--- config.mk ---
export PLATFORM = sky130hd
export DESIGN_NAME = cla_multiword_sequencer
export DESIGN_NICKNAME = d
export VERILOG_FILES = /design/src/rtl/cla_multiword_sequencer.sv
export SDC_FILE = /design/constraint.sdc
export NUM_CORES = 1
export LEC_CHECK = 0
export BUFFER_PORTS_ARGS = -buffer_cell sky130_fd_sc_hd__buf_4
export CAP_MARGIN = 25
export CORE_MARGIN = 10
export CORE_UTILIZATION = 45
export CTS_BUF_LIST = sky130_fd_sc_hd__clkbuf_2
export DETAILED_ROUTE_END_ITERATION = 12
export PLACE_DENSITY = 0.67
export SYNTH_ARGS = -nofsm -noshare
export SYNTH_HDL_FRONTEND = slang
export SYNTH_SLANG_ARGS = --single-unit
--- constraint.sdc ---
create_clock -name clk -period 3 [get_ports clk]
set_input_delay 0.6 -clock clk [delete_from_list [all_inputs] [get_ports clk]]
set_output_delay 0.6 -clock clk [all_outputs]
set_load 0.03 [all_outputs]
--- src/rtl/cla_multiword_sequencer.sv ---
// Purpose: adds two WIDTH-bit operands by reusing one 4-bit carry-lookahead slice, one nibble per clock, LSB first.
// Latency: out_valid rises WIDTH/4 edges after the accept edge; accept-to-accept is at least WIDTH/4+2 edges.
// Backpressure: in_ready is low from accept until the result is taken; the result holds in DONE while out_ready is low.
module cla_multiword_sequencer #(
  parameter int WIDTH = 16
) (
  input  logic             clk,
  input  logic             rst,
  input  logic             in_valid,
  output logic             in_ready,
  input  logic [WIDTH-1:0] a,
  input  logic [WIDTH-1:0] b,
  input  logic             ci,
  output logic             out_valid,
  input  logic             out_ready,
  output logic [WIDTH-1:0] sum,
  output logic             co,
  output logic             ovf,
  output logic             busy
);

  localparam int NIBBLES = WIDTH / 4;
  localparam int IDX_W   = (NIBBLES > 1) ? $clog2(NIBBLES) : 1;
  localparam logic [IDX_W-1:0] LAST_IDX = IDX_W'(NIBBLES - 1);

  typedef enum logic [1:0] {IDLE, RUN, DONE} state_t;

  state_t           state;
  logic [WIDTH-1:0] a_q;
  logic [WIDTH-1:0] b_q;
  logic             carry_q;
  logic [IDX_W-1:0] idx;

  logic [3:0] nib_a;
  logic [3:0] nib_b;
  logic [3:0] nib_sum;
  logic [3:0] g;
  logic [3:0] p;
  logic [4:0] c;  // c[i] is the carry into bit i of the slice; c[4] is the slice carry-out

  // Route the nibble selected by idx from the latched operands into the slice.
  always_comb begin
    nib_a = '0;
    nib_b = '0;
    for (int n = 0; n < NIBBLES; n++) begin
      if (idx == IDX_W'(n)) begin
        nib_a = a_q[4*n +: 4];
        nib_b = b_q[4*n +: 4];
      end
    end
  end

  // Four-bit lookahead slice: every internal carry is a flat G|P&c expression, no ripple inside the nibble.
  always_comb begin
    g    = nib_a & nib_b;
    p    = nib_a ^ nib_b;
    c[0] = carry_q;
    c[1] = g[0] | (p[0] & c[0]);
    c[2] = g[1] | (p[1] & g[0]) | (p[1] & p[0] & c[0]);
    c[3] = g[2] | (p[2] & g[1]) | (p[2] & p[1] & g[0]) | (p[2] & p[1] & p[0] & c[0]);
    c[4] = g[3] | (p[3] & g[2]) | (p[3] & p[2] & g[1]) | (p[3] & p[2] & p[1] & g[0])
         | (p[3] & p[2] & p[1] & p[0] & c[0]);
    nib_sum = p ^ c[3:0];
  end

  // Sequencer: accept in IDLE, one slice pass per RUN edge, hold the result in DONE until taken.
  always_ff @(posedge clk or posedge rst) begin
    if (rst) begin
      state     <= IDLE;
      in_ready  <= 1'b1;
      out_valid <= 1'b0;
      busy      <= 1'b0;
      sum       <= '0;
      co        <= 1'b0;
      ovf       <= 1'b0;
      idx       <= '0;
      carry_q   <= 1'b0;
      a_q       <= '0;
      b_q       <= '0;
    end else begin
      case (state)
        IDLE: begin
          if (in_valid) begin
            a_q      <= a;
            b_q      <= b;
            carry_q  <= ci;
            idx      <= '0;
            sum      <= '0;
            in_ready <= 1'b0;
            busy     <= 1'b1;
            state    <= RUN;
          end
        end
        RUN: begin
          for (int n = 0; n < NIBBLES; n++) begin
            if (idx == IDX_W'(n)) begin
              sum[4*n +: 4] <= nib_sum;
            end
          end
          carry_q <= c[4];
          idx     <= idx + IDX_W'(1);
          if (idx == LAST_IDX) begin
            // On the top nibble c[3] is the carry into bit WIDTH-1, so c[3]^c[4] is signed overflow.
            co        <= c[4];
            ovf       <= c[3] ^ c[4];
            idx       <= '0;
            out_valid <= 1'b1;
            state     <= DONE;
          end
        end
        DONE: begin
          if (out_ready) begin
            out_valid <= 1'b0;
            in_ready  <= 1'b1;
            busy      <= 1'b0;
            state     <= IDLE;
          end
        end
        default: begin
          out_valid <= 1'b0;
          in_ready  <= 1'b1;
          busy      <= 1'b0;
          state     <= IDLE;
        end
      endcase
    end
  end

endmodule

**Yosys cells after proc, flatten, opt, wreduce, memory -nomap -nowiden**

Index checks and enable logic that the tools add are counted.

- Bits in registers: 58
- Input port bits: 37
- Output and inout port bits: 21
- Word-level logic and storage cells: 102

- Add/subtract/negate cells: 1
- Eq/ne operators: 11
- Muxes and demuxes: 31
- Bitwise logic cells: 32
- Reduce and logical (&&, ||, !) cells: 13

Operators by type and width:

| kind | count |
|---|---|
| $mux W4 | 12 |
| $pmux W16 S2 | 1 |
| $reduce_and A3 Y1 | 7 |
| $and A1 B1 Y1 | 16 |
| $mux W16 | 1 |
| $ne A2 B2 Y1 const B | 6 |
| $mux W2 | 5 |
| $or A1 B1 Y1 | 10 |
| $pmux W1 S3 | 3 |
| $xor A4 B4 Y4 | 2 |
| $eq A2 B2 Y1 const B | 3 |
| $mux W1 | 6 |
| $pmux W2 S3 | 1 |
| $reduce_and A2 Y1 | 3 |
| $and A4 B4 Y4 | 1 |
| $eq A2 B1 Y1 const B | 2 |
| $logic_not A2 Y1 | 2 |
| $pmux W2 S2 | 1 |
| $add A2 B1 Y2 const B | 1 |
| $not A1 Y1 | 2 |
| $pmux W1 S2 | 1 |
| $reduce_bool A2 Y1 | 1 |
| $xor A1 B1 Y1 | 1 |

**Longest topological paths before layout**

- Word-level depth: 13
- Gate-level depth with buffers: 12
- Mapped depth without buffers: 11

**Worst setup path after synthesis**

Ideal clock, no wire load.

- Kind: flip-flop to flip-flop
- Start point: reg idx[0]
- End point: reg carry_q
- Library setup time: 0.118 ns
- Data arrival time: 2.500 ns
- Required time: 2.882 ns
- Setup slack: 0.382 ns
- Stages on the path, launching flop included: 13
- Path buffers: 2
- Clock period less this slack: 2.618 ns
- Cell sequence: dfrtp_1 inv_1 ha_1 clkbuf_1 clkbuf_1 a21oi_1 a21oi_1 o21ai_0 ha_1 a21o_1 a221oi_2 a21oi_1 o2bb2a_4

- Cells in the longest elaborated chain, start to end: 12
- Elaborated cells between the ends (all ways): 26
- Those cells by class: eq/ne: 3; mux: 9; bitwise: 13; reduce/logical: 1

Ends and longest elaborated chain:

| item | line | RTL |
|---|---|---|
| start: declaration | 32 | `logic [IDX_W-1:0] idx;` |
| start signal: assignment | 101 | `idx <= idx + IDX_W'(1);` |
| $logic_not A2 Y1 | 46 | `if (idx == IDX_W'(n)) begin` |
| $mux W4 (4 in a row) | 46 |  |
| $xor A4 B4 Y4 / $and A4 B4 Y4 (equally long branches) | 56, 55 |  |
| $and A1 B1 Y1 (on tied branches) | 61, 62 |  |
| $or A1 B1 Y1 (tied with other cells) (2 in a row) | 61 | `c[4] = g[3] \| (p[3] & g[2]) \| (p[3] & p[2] & g[1]) \| (p[3] & p[2] & p[1] & g[0])` |
| $or A1 B1 Y1 / $and A1 B1 Y1 (equally long branches) | 61, 62 |  |
| $or A1 B1 Y1 (*) | 62 | `\| (p[3] & p[2] & p[1] & p[0] & c[0]);` |
| $pmux W1 S2 (*) | 81 | `case (state)` |
| end signal: assignment | 86 | `carry_q <= ci;` |
| end signal: assignment | 100 | `carry_q <= c[4];` |
| end: declaration | 31 | `logic carry_q;` |

Every way passes the cells marked *; elsewhere a longest branch is shown, timed or not.
A chain may end at the register's enable or synchronous reset.

**Final worst setup path**

- Start point: reg idx[1]
- End point: reg carry_q

Same word-level chain as after synthesis.

==> results.ini <==
[clock_network]
cts-root-buf=clkbuf_2
cts.reportedPaths.clkPinSlew_ns=0.15
cts_buffers=9
post_cts_buffers=0
clock_latency_ns=0.48
cts_tree=done
clock-sinks=58
cts-htree-levels=3
max-clock-path-buffers=2

[critical_path]
crit_chain=inv_1, ha_2, buf_4, nand3b_1, a21oi_1, a21oi_1, o21ai_0, ha_1, and3_1, a221oi_4, a21oi_1, o2bb2a_4
cp_data_arrival_time_ns=3.18
crit_top_cell=a21oi_1
crit_required_ns=3.40
worstSetupPathType=flip-flop to flip-flop
cpMaxStageDelayCell=dfrtp_1
worstPathMaxFanout=10
critical_path.max_stage_delay_ns=0.44
cp-start-kind=flip-flop
critPathBufInv=2
cp_top_family=compound AO/OA/AOI/OAI gates
endpoint_kind=flip-flop

[synthesis]
synthFlopType=dfrtp_1
synth-seq-cells=58
avgSynthCellArea_sq_um=11.30
synth_area_sq_um=2813
syn_nets=296
synth.distinct_cells=35
synthArstFlopShare_pct=100.0
ys_seq_area_share_pct=51.65
synth_edf_count=0
postSynthCellCount=249
synth_warnings=0

[drt]
routed_wl_um=6204
routed_via_density=5.170
first_iter_violations=108
wl_per_cell_um=15.99
first_pass_iters=4
vias=2006
drc=0
ant_nets=0

[place]
dp_hpwl_um=4707
numPortBuffers=57
gp_congestion=0.8252
placedCellCount=374

[status]
status=complete, no violations

[finish]
fin_util_pct=57.35
drive_gt1_share_pct=30.03
fin_cells=388
fill_cells=528
area_delta_synth_final_pct=22.15
final_nets=357
antenna_cells=0

[flow_run]
max-cap-violations=0

[grt]
grt.overflow.total=0
track_usage_pct=13.18
antenna_found_initial=0
grt_pass1_vias=2057
grt_first_pass_wirelength_um=10420
grt_max_degree=35

[worst_hold_path]
hold_path_class=input pin to asynchronous set/reset pin

[timing]
fin_skew_ns=0.01731
slew_viol_final=0
report.final.hold_viol_count=0
setup_tns_ns=0
max_slew_margin_pct=52.86
tightestPinTransition_ns=0.7061
setup_viol_count_final=0
timing.fmax_mhz=358.9
min_period_over_period_pct=92.89
min_period_ns=2.787
rsz0062_at_grt=false

[die]
num_rows=28
initial_core_util_pct=46.95
io_pins=58
fp.dieW_um=99.06
fp.dieH_um=99.06
die-area_sq_um=9813
core_area_sq_um=5991

[power_and_ir_drop]
pwr-share-clk_pct=12.2
peakVddDrop_v=0.0005237
p_seq_share_pct=32.2
powerDensity_nw_per_um2=1284
power.internal_mw=2.520
pwr-share-comb_pct=55.6
power.leakage_nw=1.614
p_sw_share_pct=42.86
p_sw_mw=1.890

==> area by class of cell <==
cell class              count  area (sq um)  area share [%]
clock buffers              10         50.05           1.457
repair buffers             62         465.4           13.55
clock inverters             4         68.82           2.003
multi-input cells         168          1264           36.78
inverters                  11         41.29           1.202
flip-flops and latches     58          1453           42.28
well taps                  75         93.84           2.731
==> registers in the layout, indices dropped and copies added (netlist names) <==
signal / count
busy: 1
idx: 2
out_valid: 1
in_ready: 1
b_q: 16
sum: 16
ovf: 1
co: 1
carry_q: 1
a_q: 16
state: 2
==> Yosys cell counts, types with 2 or more instances <==
cell,count,area (sq um)
a21o_1,6,45.04
clkbuf_1,4,15.01
o22ai_1,7,43.79
a221oi_1,2,17.52
buf_2,3,15.01
nand2b_1,2,12.51
xnor2_1,2,17.52
nand2_1,35,131.4
nor3_1,3,15.01
dfrtp_1,57,1426
inv_1,11,41.29
mux2_1,30,337.8
a21oi_2,3,26.28
nand3b_1,6,45.04
a21oi_1,20,100.1
mux2_2,8,90.09
ha_1,9,112.6
buf_6,3,33.78
nor2b_1,5,31.28
xor2_1,2,17.52
nor2_1,5,18.77
o21ai_0,12,60.06
buf_4,2,15.01
==> worst register-to-register path, cell delays in order (launching register included) <==
cell	delay, ns
dfrtp_1	0.44
inv_1	0.10
ha_2	0.26
buf_4	0.18
nand3b_1	0.11
a21oi_1	0.07
a21oi_1	0.16
o21ai_0	0.10
ha_1	0.39
and3_1	0.23
a221oi_4	0.30
a21oi_1	0.13
o2bb2a_4	0.23
==> stage by stage <==
stage	power (mW)	setup slack, ns	cell area [sq um]	hold slack (ns)
2_1_floorplan	3.186	0.3818	2813	0.4495
3_3_place_gp	3.759	0.1777	3293	0.4619
3_5_place_dp	3.817	0.1132	3293	0.4685
4_1_cts	4.361	0.09547	3412	0.2089
5_1_grt	4.816	0.03940	3436	0.2450
6_report	4.411	0.2134	3436	0.2176
==> repair_timing <==
action	in CTS	in global routing
gates resized for setup	0	5
hold endpoints to repair	0	0
hold buffers	0	0
endpoints found under the setup margin	0	5
==> power groups by stage <==
stage               combinational, mW  sequential (mW)  clock (mW)
finish                           2.45             1.42       0.538
global route                     2.76             1.47       0.589
CTS                              2.39             1.42       0.553
detailed placement               2.38             1.44           0
global placement                 2.33             1.43           0
floorplan                        1.66             1.53           0
==> layout by cell type, fill, tap and decap left out, types with 5 or more instances in the layout <==
cell type and n:
buf_4 62, dfrtp_1 57, nand2_1 35, mux2_1 30
a21oi_1 20, o21ai_0 11, inv_1 10, clkbuf_2 10
mux2_2 8, o22ai_1 7, ha_1 7, a21o_1 6
nand3b_1 6, nor2_1 5, nor2b_1 5
==> cells by family (layout without fill, tap and decap cells) <==
kind of cell | count (synthesis) | after routing | share of synthesized area [%]
adders and majority gates | 10 | 10 | 4.715
xor gates and xnor gates | 4 | 4 | 1.246
buffers and inverters | 23 | 87 | 4.270
muxes | 38 | 38 | 15.21
and+or+nand+nor | 59 | 59 | 9.920
DFF | 58 | 58 | 51.65
AOI/OAI and AO/OA | 57 | 57 | 12.99
==> layer usage <==
layer  routed length [um]  track usage (%)  part of all wire (%)
met4                   95            5.623                   1.5
met2                 2779            19.34                    45
met3                  488            5.447                   7.9
met1                 2841            16.65                    46
met5                    0                0                     0
==> worst paths after layout <==
| check | from | endpoint | slack, ns | cells after the start |
|---|---|---|---|---|
| setup / recovery | idx[1] | carry_q | 0.21 | 12 |
| hold / removal | rst | sum[14] | 0.22 | 2 |
| setup reg to reg | idx[1] | carry_q | 0.21 | 12 |
| hold reg to reg | sum[12] | sum[12] | 0.51 | 2 |
| max in group asynchronous | rst | b_q[4] | 2.13 | 3 |
| min in group clk | b[6] | b_q[6] | 0.31 | 2 |
Note: power is estimated with default switching activity, not from simulation.
